===== src/rtl/elbeth_fetch_pkg.sv =====
// Shared types and constants for the elbeth instruction fetch stage.
package elbeth_fetch_pkg;

  localparam int         WORD_BYTES   = 4;
  localparam logic [3:0] IMEM_RW_READ = 4'b0000;
  localparam int         FETCH_ADDR_W = 8;
  localparam int         FETCH_DATA_W = 32;

  typedef enum logic [1:0] {
    S_IDLE,
    S_REQ,
    S_DRAIN,
    S_ERR
  } fetch_state_t;

  typedef struct packed {
    logic [FETCH_DATA_W-1:0] instr;
    logic [FETCH_ADDR_W-1:0] pc;
    logic                    error;
  } fetch_entry_t;

endpackage


===== src/rtl/elbeth_fetch_fifo.sv =====
// Prefetch buffer: DEPTH-entry FIFO with one-cycle flush; head visible the cycle after a push.
// Push and pop may coincide at any count; the producer must never push when full.
module elbeth_fetch_fifo #(
  parameter int DEPTH = 4,
  parameter int WIDTH = 41,
  localparam int PW = $clog2(DEPTH),
  localparam int CW = PW + 1
) (
  input  logic             clk,
  input  logic             rst,
  input  logic             flush_i,
  input  logic             push_i,
  input  logic [WIDTH-1:0] push_dat_i,
  input  logic             pop_i,
  output logic [WIDTH-1:0] head_o,
  output logic [CW-1:0]    count_o,
  output logic             full_o,
  output logic             empty_o
);

  logic [WIDTH-1:0] mem_q [DEPTH];
  logic [PW-1:0]    wr_q;
  logic [PW-1:0]    rd_q;
  logic [CW-1:0]    cnt_q;

  always_ff @(posedge clk) begin
    if (push_i && !flush_i) mem_q[wr_q] <= push_dat_i;
  end

  always_ff @(posedge clk or negedge rst) begin
    if (!rst) begin
      wr_q  <= '0;
      rd_q  <= '0;
      cnt_q <= '0;
    end else if (flush_i) begin
      wr_q  <= '0;
      rd_q  <= '0;
      cnt_q <= '0;
    end else begin
      if (push_i) wr_q <= wr_q + PW'(1);
      if (pop_i)  rd_q <= rd_q + PW'(1);
      cnt_q <= cnt_q + CW'(push_i) - CW'(pop_i);
    end
  end

  assign head_o  = mem_q[rd_q];
  assign count_o = cnt_q;
  assign full_o  = (cnt_q == CW'(DEPTH));
  assign empty_o = (cnt_q == '0);

endmodule


===== src/rtl/elbeth_fetch_unit.sv =====
// Instruction fetch: sequential word reads from memory port A into a prefetch FIFO, one word per ready cycle.
// First instruction valid one cycle after imem_ready; fetching pauses when the buffer has no room.
module elbeth_fetch_unit
  import elbeth_fetch_pkg::*;
#(
  parameter int                    ADDR_WIDTH = FETCH_ADDR_W,
  parameter int                    DATA_WIDTH = FETCH_DATA_W,
  parameter int                    FIFO_DEPTH = 4,
  parameter logic [ADDR_WIDTH-1:0] RESET_PC   = '0
) (
  input  logic                  clk,
  input  logic                  rst,
  output logic                  imem_en,
  output logic [ADDR_WIDTH-1:0] imem_addr,
  output logic [3:0]            imem_rw,
  output logic [DATA_WIDTH-1:0] imem_in_data,
  input  logic [DATA_WIDTH-1:0] imem_out_data,
  input  logic                  imem_ready,
  input  logic                  imem_error,
  output logic                  fetch_valid,
  input  logic                  fetch_ready,
  output logic [DATA_WIDTH-1:0] fetch_instr,
  output logic [ADDR_WIDTH-1:0] fetch_pc,
  output logic                  fetch_error,
  input  logic                  redirect_valid,
  input  logic [ADDR_WIDTH-1:0] redirect_pc
);

  localparam int                    CW         = $clog2(FIFO_DEPTH) + 1;
  localparam logic [ADDR_WIDTH-1:0] STEP       = ADDR_WIDTH'(WORD_BYTES);
  localparam logic [ADDR_WIDTH-1:0] ALIGN_MASK = ~ADDR_WIDTH'(WORD_BYTES - 1);

  fetch_state_t          state_q;
  logic [ADDR_WIDTH-1:0] pc_q;
  logic [ADDR_WIDTH-1:0] addr_q;
  logic                  en_q;

  logic          push;
  logic          pop;
  logic          full;
  logic          empty;
  logic [CW-1:0] count;
  logic          space_idle;
  logic          space_push;
  fetch_entry_t  push_ent;
  fetch_entry_t  head_ent;

  assign pop        = !empty && fetch_ready;
  assign push       = (state_q == S_REQ) && imem_ready && !redirect_valid;
  assign space_idle = !full || pop;
  // Occupancy after this cycle's push and pop must still leave a free slot to keep issuing.
  assign space_push = (count + CW'(1) - CW'(pop)) < CW'(FIFO_DEPTH);

  always_comb begin
    push_ent       = '0;
    push_ent.instr = FETCH_DATA_W'(imem_out_data);
    push_ent.pc    = FETCH_ADDR_W'(addr_q);
    push_ent.error = imem_error;
  end

  elbeth_fetch_fifo #(
    .DEPTH (FIFO_DEPTH),
    .WIDTH ($bits(fetch_entry_t))
  ) u_fifo (
    .clk        (clk),
    .rst        (rst),
    .flush_i    (redirect_valid),
    .push_i     (push),
    .push_dat_i (push_ent),
    .pop_i      (pop),
    .head_o     (head_ent),
    .count_o    (count),
    .full_o     (full),
    .empty_o    (empty)
  );

  always_ff @(posedge clk or negedge rst) begin
    if (!rst) begin
      state_q <= S_IDLE;
      pc_q    <= RESET_PC;
      addr_q  <= RESET_PC;
      en_q    <= 1'b0;
    end else if (redirect_valid) begin
      pc_q <= redirect_pc & ALIGN_MASK;
      if ((state_q == S_REQ || state_q == S_DRAIN) && !imem_ready) begin
        state_q <= S_DRAIN;
      end else begin
        state_q <= S_IDLE;
        en_q    <= 1'b0;
      end
    end else begin
      case (state_q)
        S_IDLE: begin
          if (space_idle) begin
            state_q <= S_REQ;
            en_q    <= 1'b1;
            addr_q  <= pc_q;
          end
        end
        S_REQ: begin
          if (imem_ready) begin
            pc_q <= pc_q + STEP;
            if (imem_error) begin
              state_q <= S_ERR;
              en_q    <= 1'b0;
            end else if (space_push) begin
              addr_q <= pc_q + STEP;
            end else begin
              state_q <= S_IDLE;
              en_q    <= 1'b0;
            end
          end
        end
        S_DRAIN: begin
          if (imem_ready) begin
            state_q <= S_IDLE;
            en_q    <= 1'b0;
          end
        end
        default: ;
      endcase
    end
  end

  assign imem_en      = en_q;
  assign imem_addr    = addr_q;
  assign imem_rw      = IMEM_RW_READ;
  assign imem_in_data = '0;

  assign fetch_valid = !empty;
  assign fetch_instr = empty ? '0 : DATA_WIDTH'(head_ent.instr);
  assign fetch_pc    = empty ? '0 : ADDR_WIDTH'(head_ent.pc);
  assign fetch_error = !empty && head_ent.error;

endmodule


===== config.mk =====
export PLATFORM = sky130hd
export DESIGN_NAME = elbeth_fetch_unit
export DESIGN_NICKNAME = d
export VERILOG_FILES = /design/src/rtl/elbeth_fetch_pkg.sv /design/src/rtl/elbeth_fetch_fifo.sv /design/src/rtl/elbeth_fetch_unit.sv
export SDC_FILE = /design/constraint.sdc
export NUM_CORES = 1
export LEC_CHECK = 0
export CAP_MARGIN = 0
export CORE_ASPECT_RATIO = 1.4
export CORE_MARGIN = 2
export CORE_UTILIZATION = 53
export DETAILED_ROUTE_END_ITERATION = 8
export PLACE_DENSITY = 0.86
export SYNTH_ARGS = -nofsm -noshare
export SYNTH_HDL_FRONTEND = slang
export SYNTH_SLANG_ARGS = --single-unit

===== constraint.sdc =====
create_clock -name clk -period 3.7 [get_ports clk]
set_input_delay 0.555 -clock clk [delete_from_list [all_inputs] [get_ports clk]]
set_output_delay 0.555 -clock clk [all_outputs]
set_load 0.05 [all_outputs]

[After elaboration in Yosys (flattened, before gate mapping)]
Memory sizes are Yosys's and may differ from the RTL's.
Cells that the tools add are included.
Operators by class
  multiplexer cells: 33
  bitwise logic cells: 1
  reduce and logical (&&, ||, !) cells: 24
  order comparisons: 1
  add/sub/neg operators: 7
  equal/unequal tests: 12
Operators by type and width (count)
  2-to-1 mux 8 bit: 8
  2-to-1 mux 32 bit: 1
  2-to-1 mux 2 bit: 11
  case mux 8 bit (2 select lines): 1
  AND reduction 6 bit: 2
  != test 2 bit (second input constant): 5
  nonzero test 2 bit: 5
  2-to-1 mux 1 bit: 9
  != test 3 bit (second input constant): 3
  adder 8 x 3 -> 8 bit (second input constant): 1
  logical AND 1 bit: 6
  case mux 2 bit (3 select lines): 1
  subtractor 3 x 1 -> 3 bit: 2
  AND reduction 5 bit: 1
  adder 2 x 1 -> 2 bit (second input constant): 2
  zero test 1 bit: 4
  != test 4 bit (second input constant): 1
  nonzero test 4 bit: 1
  adder 3 x 1 -> 3 bit: 1
  adder 3 x 1 -> 3 bit (second input constant): 1
  == test 3 bit (second input constant): 1
  zero test 3 bit: 1
  less-than comparator 3 bit (second input constant): 1
  2-to-1 mux 3 bit: 1
  other kinds (7): 8
Storage, ports and cells
  register bits after elaboration: 26
  bits in writable memories: 164
  memories: 1
Memory list
  u_fifo.mem_q: depth 4, width 41, read ports 1, clocked after memory_dff 0, write ports 1, line elbeth_fetch_fifo.sv:21  | logic [WIDTH-1:0] mem_q [DEPTH];

[Longest topological paths before layout]
Gate-level depths: netlist of run 1.
  depth after elaboration: 10
  depth in mapped cells: 10

[Modules after synthesis]
A second synthesis of run 1 with hierarchy kept.
Second synthesis, totals
  cell total of the unflattened synthesis: 432
  area total of the unflattened synthesis: 7913.8 um^2
Modules (own cells, without submodules)
  elbeth_fetch_fifo: area each 6408.6 um^2, times used 1, cells an instance 254, sequential area each 5099.9 um^2
  elbeth_fetch_unit: area each 1505.2 um^2, times used 1, cells an instance 178, sequential area each 375.4 um^2

[Worst setup path after synthesis of run 1]
OpenSTA, ideal clock, no wires.
  path kind: reg-to-reg
  from: register state_q[1]
  to: memory u_fifo.mem_q[0][0] (enable)
  path buffers: 1
  clock period less this slack: 2.568 ns
  setup slack: 1.132 ns
  arrival time: 2.168 ns
  cell stages (with the launch flop): 7
  data required time: 3.300 ns
  path through: dfrtp_1 -> inv_1 -> ha_1 -> buf_2 -> nand2_1 -> nor2_1 -> and2_1
Between the ends
  longest elaborated chain between the ends: 6
RTL lines
  from (decl): line elbeth_fetch_unit.sv:33  | fetch_state_t state_q;
  from (signal assigned): line elbeth_fetch_unit.sv:79  | state_q <= S_IDLE;
  from (signal assigned): line elbeth_fetch_unit.sv:86  | state_q <= S_DRAIN;
  from (signal assigned): line elbeth_fetch_unit.sv:88  | state_q <= S_IDLE;
  == test 2 x 1 -> 1 bit: line elbeth_fetch_unit.sv:49  | assign push = (state_q == S_REQ) && imem_ready && !redirect_valid;
  logical AND 1 bit (2 in series): line elbeth_fetch_unit.sv:49
  logical AND 1 bit: line elbeth_fetch_fifo.sv:27  | if (push_i && !flush_i) mem_q[wr_q] <= push_dat_i;
  2-to-1 mux 1 bit: line elbeth_fetch_fifo.sv:27
  2-to-1 mux 1 bit (not written as such): line elbeth_fetch_fifo.sv:27
  to (decl): line elbeth_fetch_fifo.sv:21
No other way between the ends.

[Worst setup path after layout of run 1]
  from: register u_fifo.rd_q[1]
  to: output fetch_instr[1]
Between the ends
  longest elaborated chain between the ends: 2
RTL lines
  from (decl): line elbeth_fetch_fifo.sv:23  | logic [PW-1:0] rd_q;
  from (signal assigned): line elbeth_fetch_fifo.sv:41  | if (pop_i) rd_q <= rd_q + PW'(1);
  memory (4 x 41 bit)
  2-to-1 mux 32 bit: line elbeth_fetch_unit.sv:131  | assign fetch_instr = empty ? '0 : DATA_WIDTH'(head_ent.instr);
  to (decl): line elbeth_fetch_unit.sv:22  | output logic [DATA_WIDTH-1:0] fetch_instr,
No other way between the ends.

==> results.cfg, run 1 <==
[status]
status = complete, no violations

[cts]
cts.sinks = 178
cts_tree = built
clk_path_buf_depth = 2
cts_resized = 0
cts.clk_slew.worst_paths_ns = 0.06
clock_latency_ns = 0.42
cts-root-buf = clkbuf_16
hold_buffers = 0
htree_levels = 4
numCtsBuffers = 17
post_cts_buffers = 0

[setup_path]
critPathRequiredTime_ns = 3.14
setup.worst_path.class = reg2out
worst-path-buf-inv = 2
critPathTopFamily = buffers and inverters
crit_path_start_kind = register
path_cells = buf_4, mux4_2, and2_1, clkdlybuf4s50_1
cpMaxStageDelayCell = dfrtp_2
worstPathMaxFanout = 23
critPathArrivalTime_ns = 2.73
slowest_delay_ns = 0.75
worstSetupEndpointType = output port

[routing]
drtPass1Iterations = 5
antenna_left = 0
wl_um = 13460
vias = 3864
routedWlPerCell_um = 18.57
first_iter_violations = 193
vias_per_cell = 5.330
drc = 0

[yosys]
synthArstFlopShare = 0.1236
synth-edff-count = 156
synth-seq-cells = 178
synthesis.area_um2 = 7541
yosysSeqAreaShare = 0.6942
syn_inst = 426
yosysUniqueCellTypes = 34
synth.yosys.warnings = 0
avgSynthCellArea_um2 = 17.70
synth_ff_type = edfxtp_1

[global_route]
grt_pass1_wl_um = 21510
grt_pass1_vias = 4115
grt_remaining_overflow = 0
antenna_found_initial = 1
grt_max_degree = 31
grt_usage = 0.1877

[timing]
fin_crit_ns = 3.288
relSlewSlack = 0.3137
setup_tns_ns = 0
hold_viol_final = 0
setup_viol = 0
finalMaxSlewViolations = 0
fin_ws_ns = 0.4123
fmax_mhz = 304.2
worst_slew_pin_slew_ns = 1.026
rsz0062_at_grt = no
skew_ns = 0.01056
period_share = 0.8886

[floorplanning]
die_w_um = 104.8
start_util = 0.5421
ios = 133
die_area_um2 = 15210
rows = 51
core-area_um2 = 13910
dieHeight_um = 145.1

[placement]
port_buffers = 90
gp_congestion = 0.7585
dp_hpwl_um = 8590
dp_slack_ns = 0.7595

[power_and_ir_drop]
p_leak_uw = 0.003153
vdd_ir_drop_max_v = 0.0003983
p_per_area_nw_per_um2 = 779.0

[final_layout]
final_nets = 584
syn_to_final_growth_pct = 20.91
drive_gt1_frac = 0.1892

[min_path]
hold_class = reg2reg

[flow_run]
maxCapViolCount = 0
[cell usage in the layout (no fill, tap or decap), types with 2 or more instances in the layout]
cell type / netlist / routed
nand4_1: 3 / 3
inv_1: 11 / 11
buf_12: 0 / 2
and2_2: 0 / 4
ha_1: 11 / 11
clkinv_4: 0 / 3
xor2_1: 7 / 7
dfrtp_2: 0 / 2
buf_4: 43 / 10
a21oi_1: 2 / 2
nand2_1: 14 / 14
nor2_1: 9 / 9
clkdlybuf4s50_1: 0 / 90
conb_1: 1 / 40
mux2_2: 11 / 11
o21ai_0: 10 / 10
clkbuf_8: 0 / 2
and2_1: 43 / 39
xnor2_1: 8 / 8
inv_6: 0 / 2
nand3_1: 4 / 4
clkbuf_16: 0 / 17
mux4_2: 39 / 39
clkinv_2: 0 / 5
dfrtp_1: 22 / 20
nor2b_1: 2 / 2
edfxtp_1: 156 / 156
[cell usage after synthesis, types with 2 or more instances]
cell type	number	area [um^2]
buf_4	43	322.8
and2_1	43	269.0
nor2b_1	2	12.51
edfxtp_1	156	4684
nand2_1	14	52.55
nor2_1	9	33.78
nand3_1	4	20.02
xnor2_1	8	70.07
buf_1	4	15.01
mux4_2	39	878.3
a21oi_1	2	10.01
inv_1	11	41.29
nand4_1	3	18.77
buf_2	3	15.01
mux2_2	11	123.9
clkbuf_1	10	37.54
ha_1	11	137.6
xor2_1	7	61.31
o21ai_0	10	50.05
dfrtp_1	22	550.5
[layer usage]
metal | GRT usage | vias to the layer above | routed length (um)
li1 | - | 1731 | -
met1 | 0.2101 | 1974 | 5109
met2 | 0.3331 | 121 | 7359
met3 | 0.04672 | 38 | 556
met4 | 0.08800 | 0 | 437
met5 | 0 | - | 0
[cell families after synthesis]
| family | count (synthesis) | share of synthesized area |
|---|---|---|
| AOI/OAI and AO/OA | 16 | 0.01361 |
| DFF | 178 | 0.6942 |
| xor gates and xnor gates | 15 | 0.01742 |
| adders and majority gates | 12 | 0.02091 |
| and+or+nand+nor | 82 | 0.06189 |
| other | 1 | 0.0004973 |
| buffers and inverters | 71 | 0.05724 |
| muxes | 51 | 0.1342 |
[final cells by class]
type	count	area (um^2)
Clock buffer	19	452.9
Multi-Input combinational cell	216	2026
Inverter	11	41.29
Fill cell	980	4793
Clock inverter	13	110.1
Sequential cell	178	5238
Timing Repair Buffer	102	1016
Antenna cell	1	2.502
Tap cell	185	231.5
[metrics by stage]
| stage | area [um^2] | hold slack [ns] | total power, uW | util | cells |
|---|---|---|---|---|---|
| 5_1_grt | 9117 | 0.5659 | 7382 | 0.6554 | 725 |
| 2_1_floorplan | 7687 | 0.2594 | 4638 | - | 465 |
| 3_5_place_dp | 8552 | 0.5439 | 5493 | 0.6148 | 692 |
| 3_3_place_gp | 8552 | 0.5166 | 5428 | 0.6148 | 692 |
| 4_1_cts | 9115 | 0.5485 | 7159 | 0.6552 | 724 |
| 6_report | 9117 | 0.5325 | 7103 | 0.6554 | 725 |
[report_power, final]
part / leakage [uW] / switching, uW / internal, uW
combinational: 0.00119 / 1840 / 1100
sequential: 0.00168 / 130 / 2360
clock: 0.000281 / 708 / 960
[worst register-to-register path, delay by kind of cell, from the launching register on]
| kind | cells | cell delay [ns] |
|---|---|---|
| fa+ha+maj | 1 | 0.44 |
| buf+inv | 2 | 0.47 |
| flops | 1 | 0.41 |
| simple gates | 3 | 1.03 |
[path summary, 6_finish.rpt]
path / to / depth (start not counted) / startpoint / slack (ns)
max: fetch_instr[1] / 4 / u_fifo.rd_q[1] / 0.41
min: u_fifo.mem_q[1][5] / 0 / imem_addr[4] / 0.53
max reg2reg: u_fifo.mem_q[3][31] / 6 / state_q[1] / 1.03
min reg2reg: u_fifo.mem_q[1][5] / 0 / imem_addr[4] / 0.53
max in group asynchronous: u_fifo.rd_q[0] / 1 / rst / 2.31
min in group asynchronous: state_q[1] / 1 / rst / 0.69
[flip-flops by register name, summed over array words and instances, names as in the netlist]
register and flops:
u_fifo.mem_q 156, u_fifo.rd_q 2, imem_addr 6, u_fifo.count_o 3, imem_en 1, state_q 2
u_fifo.wr_q 2, pc_q 6
No activity file was read; power rests on OpenSTA's default activity.
==> inputs of run 2 (changes only) <==
CORE_UTILIZATION = 34   (was 53)
PLACE_DENSITY = 0.62   (was 0.86)
SKIP_LAST_GASP = 1   (was unset)
==> run 2 against run 1 <==
- sequential power is 2% higher
- non-clock buffer count grew 1
- clock-buffer cell count grew 2
- sequential cell count unchanged
- highest routed layer unchanged
- wire length up 3.1%
- clock power is 4% lower
- maximum frequency down 2.0%
- power decreased by 0.56%
- via count down 2.4%
==> results.cfg, run 2 (synthesis gave the netlist of run 1 again) <==
[final_layout]
syn_to_final_growth_pct = 22.88
final_nets = 585
layout.cells.most_common = edfxtp_1
layout.cells.non_filler = 837
drive_gt1_frac = 0.1833
fillers = 2004
top_register = u_fifo.mem_q
largest_register_ffs = 156
final_cell_mix = 156 x edfxtp_1, 89 x clkdlybuf4s50_1, 40 x conb_1, 39 x mux4_2, 39 x and2_1
diodes = 0

[cts]
cts_resized = 0
htree_levels = 4
clock_latency_ns = 0.43
cts.clk_slew.worst_paths_ns = 0.06
post_cts_buffers = 0
cts.sinks = 178
cts-root-buf = clkbuf_16
hold_buffers = 0
clk_path_buf_depth = 2
numCtsBuffers = 17
cts_tree = built

[timing]
rsz0062_at_grt = no
setup_tns_ns = 0
worst_slew_pin_slew_ns = 1.045
period_share = 0.9066
setup_viol = 0
relSlewSlack = 0.3011
holdWs_ns = 0.5411
fin_crit_ns = 3.354
fmax_mhz = 298.1
hold_viol_final = 0
finalMaxSlewViolations = 0
skew_ns = 0.01188

[global_route]
antenna_found_initial = 0
grt_remaining_overflow = 0
grt_pass1_wl_um = 21890
grt_usage = 0.1250
grt_pass1_vias = 3974
grt_max_degree = 43

[floorplanning]
start_util = 0.3462
die_area_um2 = 23400
die_w_um = 129.9
ios = 133
core-area_um2 = 21780
rows = 64
dieHeight_um = 180.2

[routing]
drc = 0
vias_per_cell = 4.507
antenna_left = 0
drtPass1Iterations = 6
first_iter_violations = 263
wl_um = 13880
vias = 3772
routedWlPerCell_um = 16.58

[setup_path]
critPathRequiredTime_ns = 3.14
critPathArrivalTime_ns = 2.80
worstPathMaxFanout = 18
worstSetupEndpointType = output port
setup.worst_path.class = reg2out
crit_path_start_kind = register

[power_and_ir_drop]
vdd_ir_drop_max_v = 0.0004679
p_per_area_nw_per_um2 = 762.2
p_leak_uw = 0.003136

[status]
status = complete, no violations

[placement]
dp.cells = 805
dp_hpwl_um = 9021
gp_congestion = 0.7119
port_buffers = 90

[min_path]
hold_class = reg2reg

[flow_run]
maxCapViolCount = 0
run 2: worst max-delay path: stages (launching register included):
cell             delay, ns
dfrtp_4               0.67
buf_4                 0.31
mux4_2                0.52
and2_1                0.18
clkdlybuf4s50_1       0.69
run 2: through the flow:
step                      worst slack [ns]    util  instance area, um^2  total power [uW]
after global routing                0.1986  0.4254                 9266              7403
after detailed placement            0.6772  0.4011                 8737              5549
after floorplan                      1.132       -                 7687              4638
after global placement              0.7336  0.4011                 8737              5502
after CTS                           0.2543  0.4254                 9266              7173
final                               0.3457  0.4254                 9266              7063
run 2: area by class of cell:
class,count,area (um^2),share of cell area
timing repair buffer,103,1059,0.1142
sequential,178,5240,0.5655
multi-input combinational,216,2026,0.2186
clock buffer,21,440.4,0.04753
inverter,11,41.29,0.004456
clock inverter,11,88.84,0.009587
tap,297,371.6,0.04010
run 2: report_power, final:
part / switching [uW] / total (uW) / leakage (uW) / internal (uW)
clock network: 696 / 1610 / 0.000248 / 916
logic: 1800 / 2920 / 0.00121 / 1120
registers: 172 / 2530 / 0.00168 / 2360
run 2: path summary, 6_finish.rpt:
kind | from | slack (ns) | cells after the start | to
hold reg to reg | imem_addr[4] | 0.54 | 0 | u_fifo.mem_q[2][5]
hold / removal | imem_addr[4] | 0.54 | 0 | u_fifo.mem_q[2][5]
setup reg to reg | u_fifo.count_o[1] | 1.10 | 10 | u_fifo.count_o[2]
min in group asynchronous | rst | 0.70 | 1 | state_q[1]
max in group asynchronous | rst | 2.25 | 1 | u_fifo.rd_q[0]
setup / recovery | u_fifo.rd_q[0] | 0.35 | 4 | fetch_instr[28]
run 2: metal layers:
metal | track usage | vias up | routed length (um)
li1 | - | 1721 | -
met1 | 0.1528 | 1946 | 5616
met2 | 0.2136 | 92 | 7511
met3 | 0.03147 | 13 | 583
met4 | 0.04301 | 0 | 166
met5 | 0 | - | 0
==> inputs of run 3 (changes only) <==
HOLD_SLACK_MARGIN = 0.12   (was unset)
==> results of run 3 <==
Final layout, timing and power as in run 2 (identical DEF).
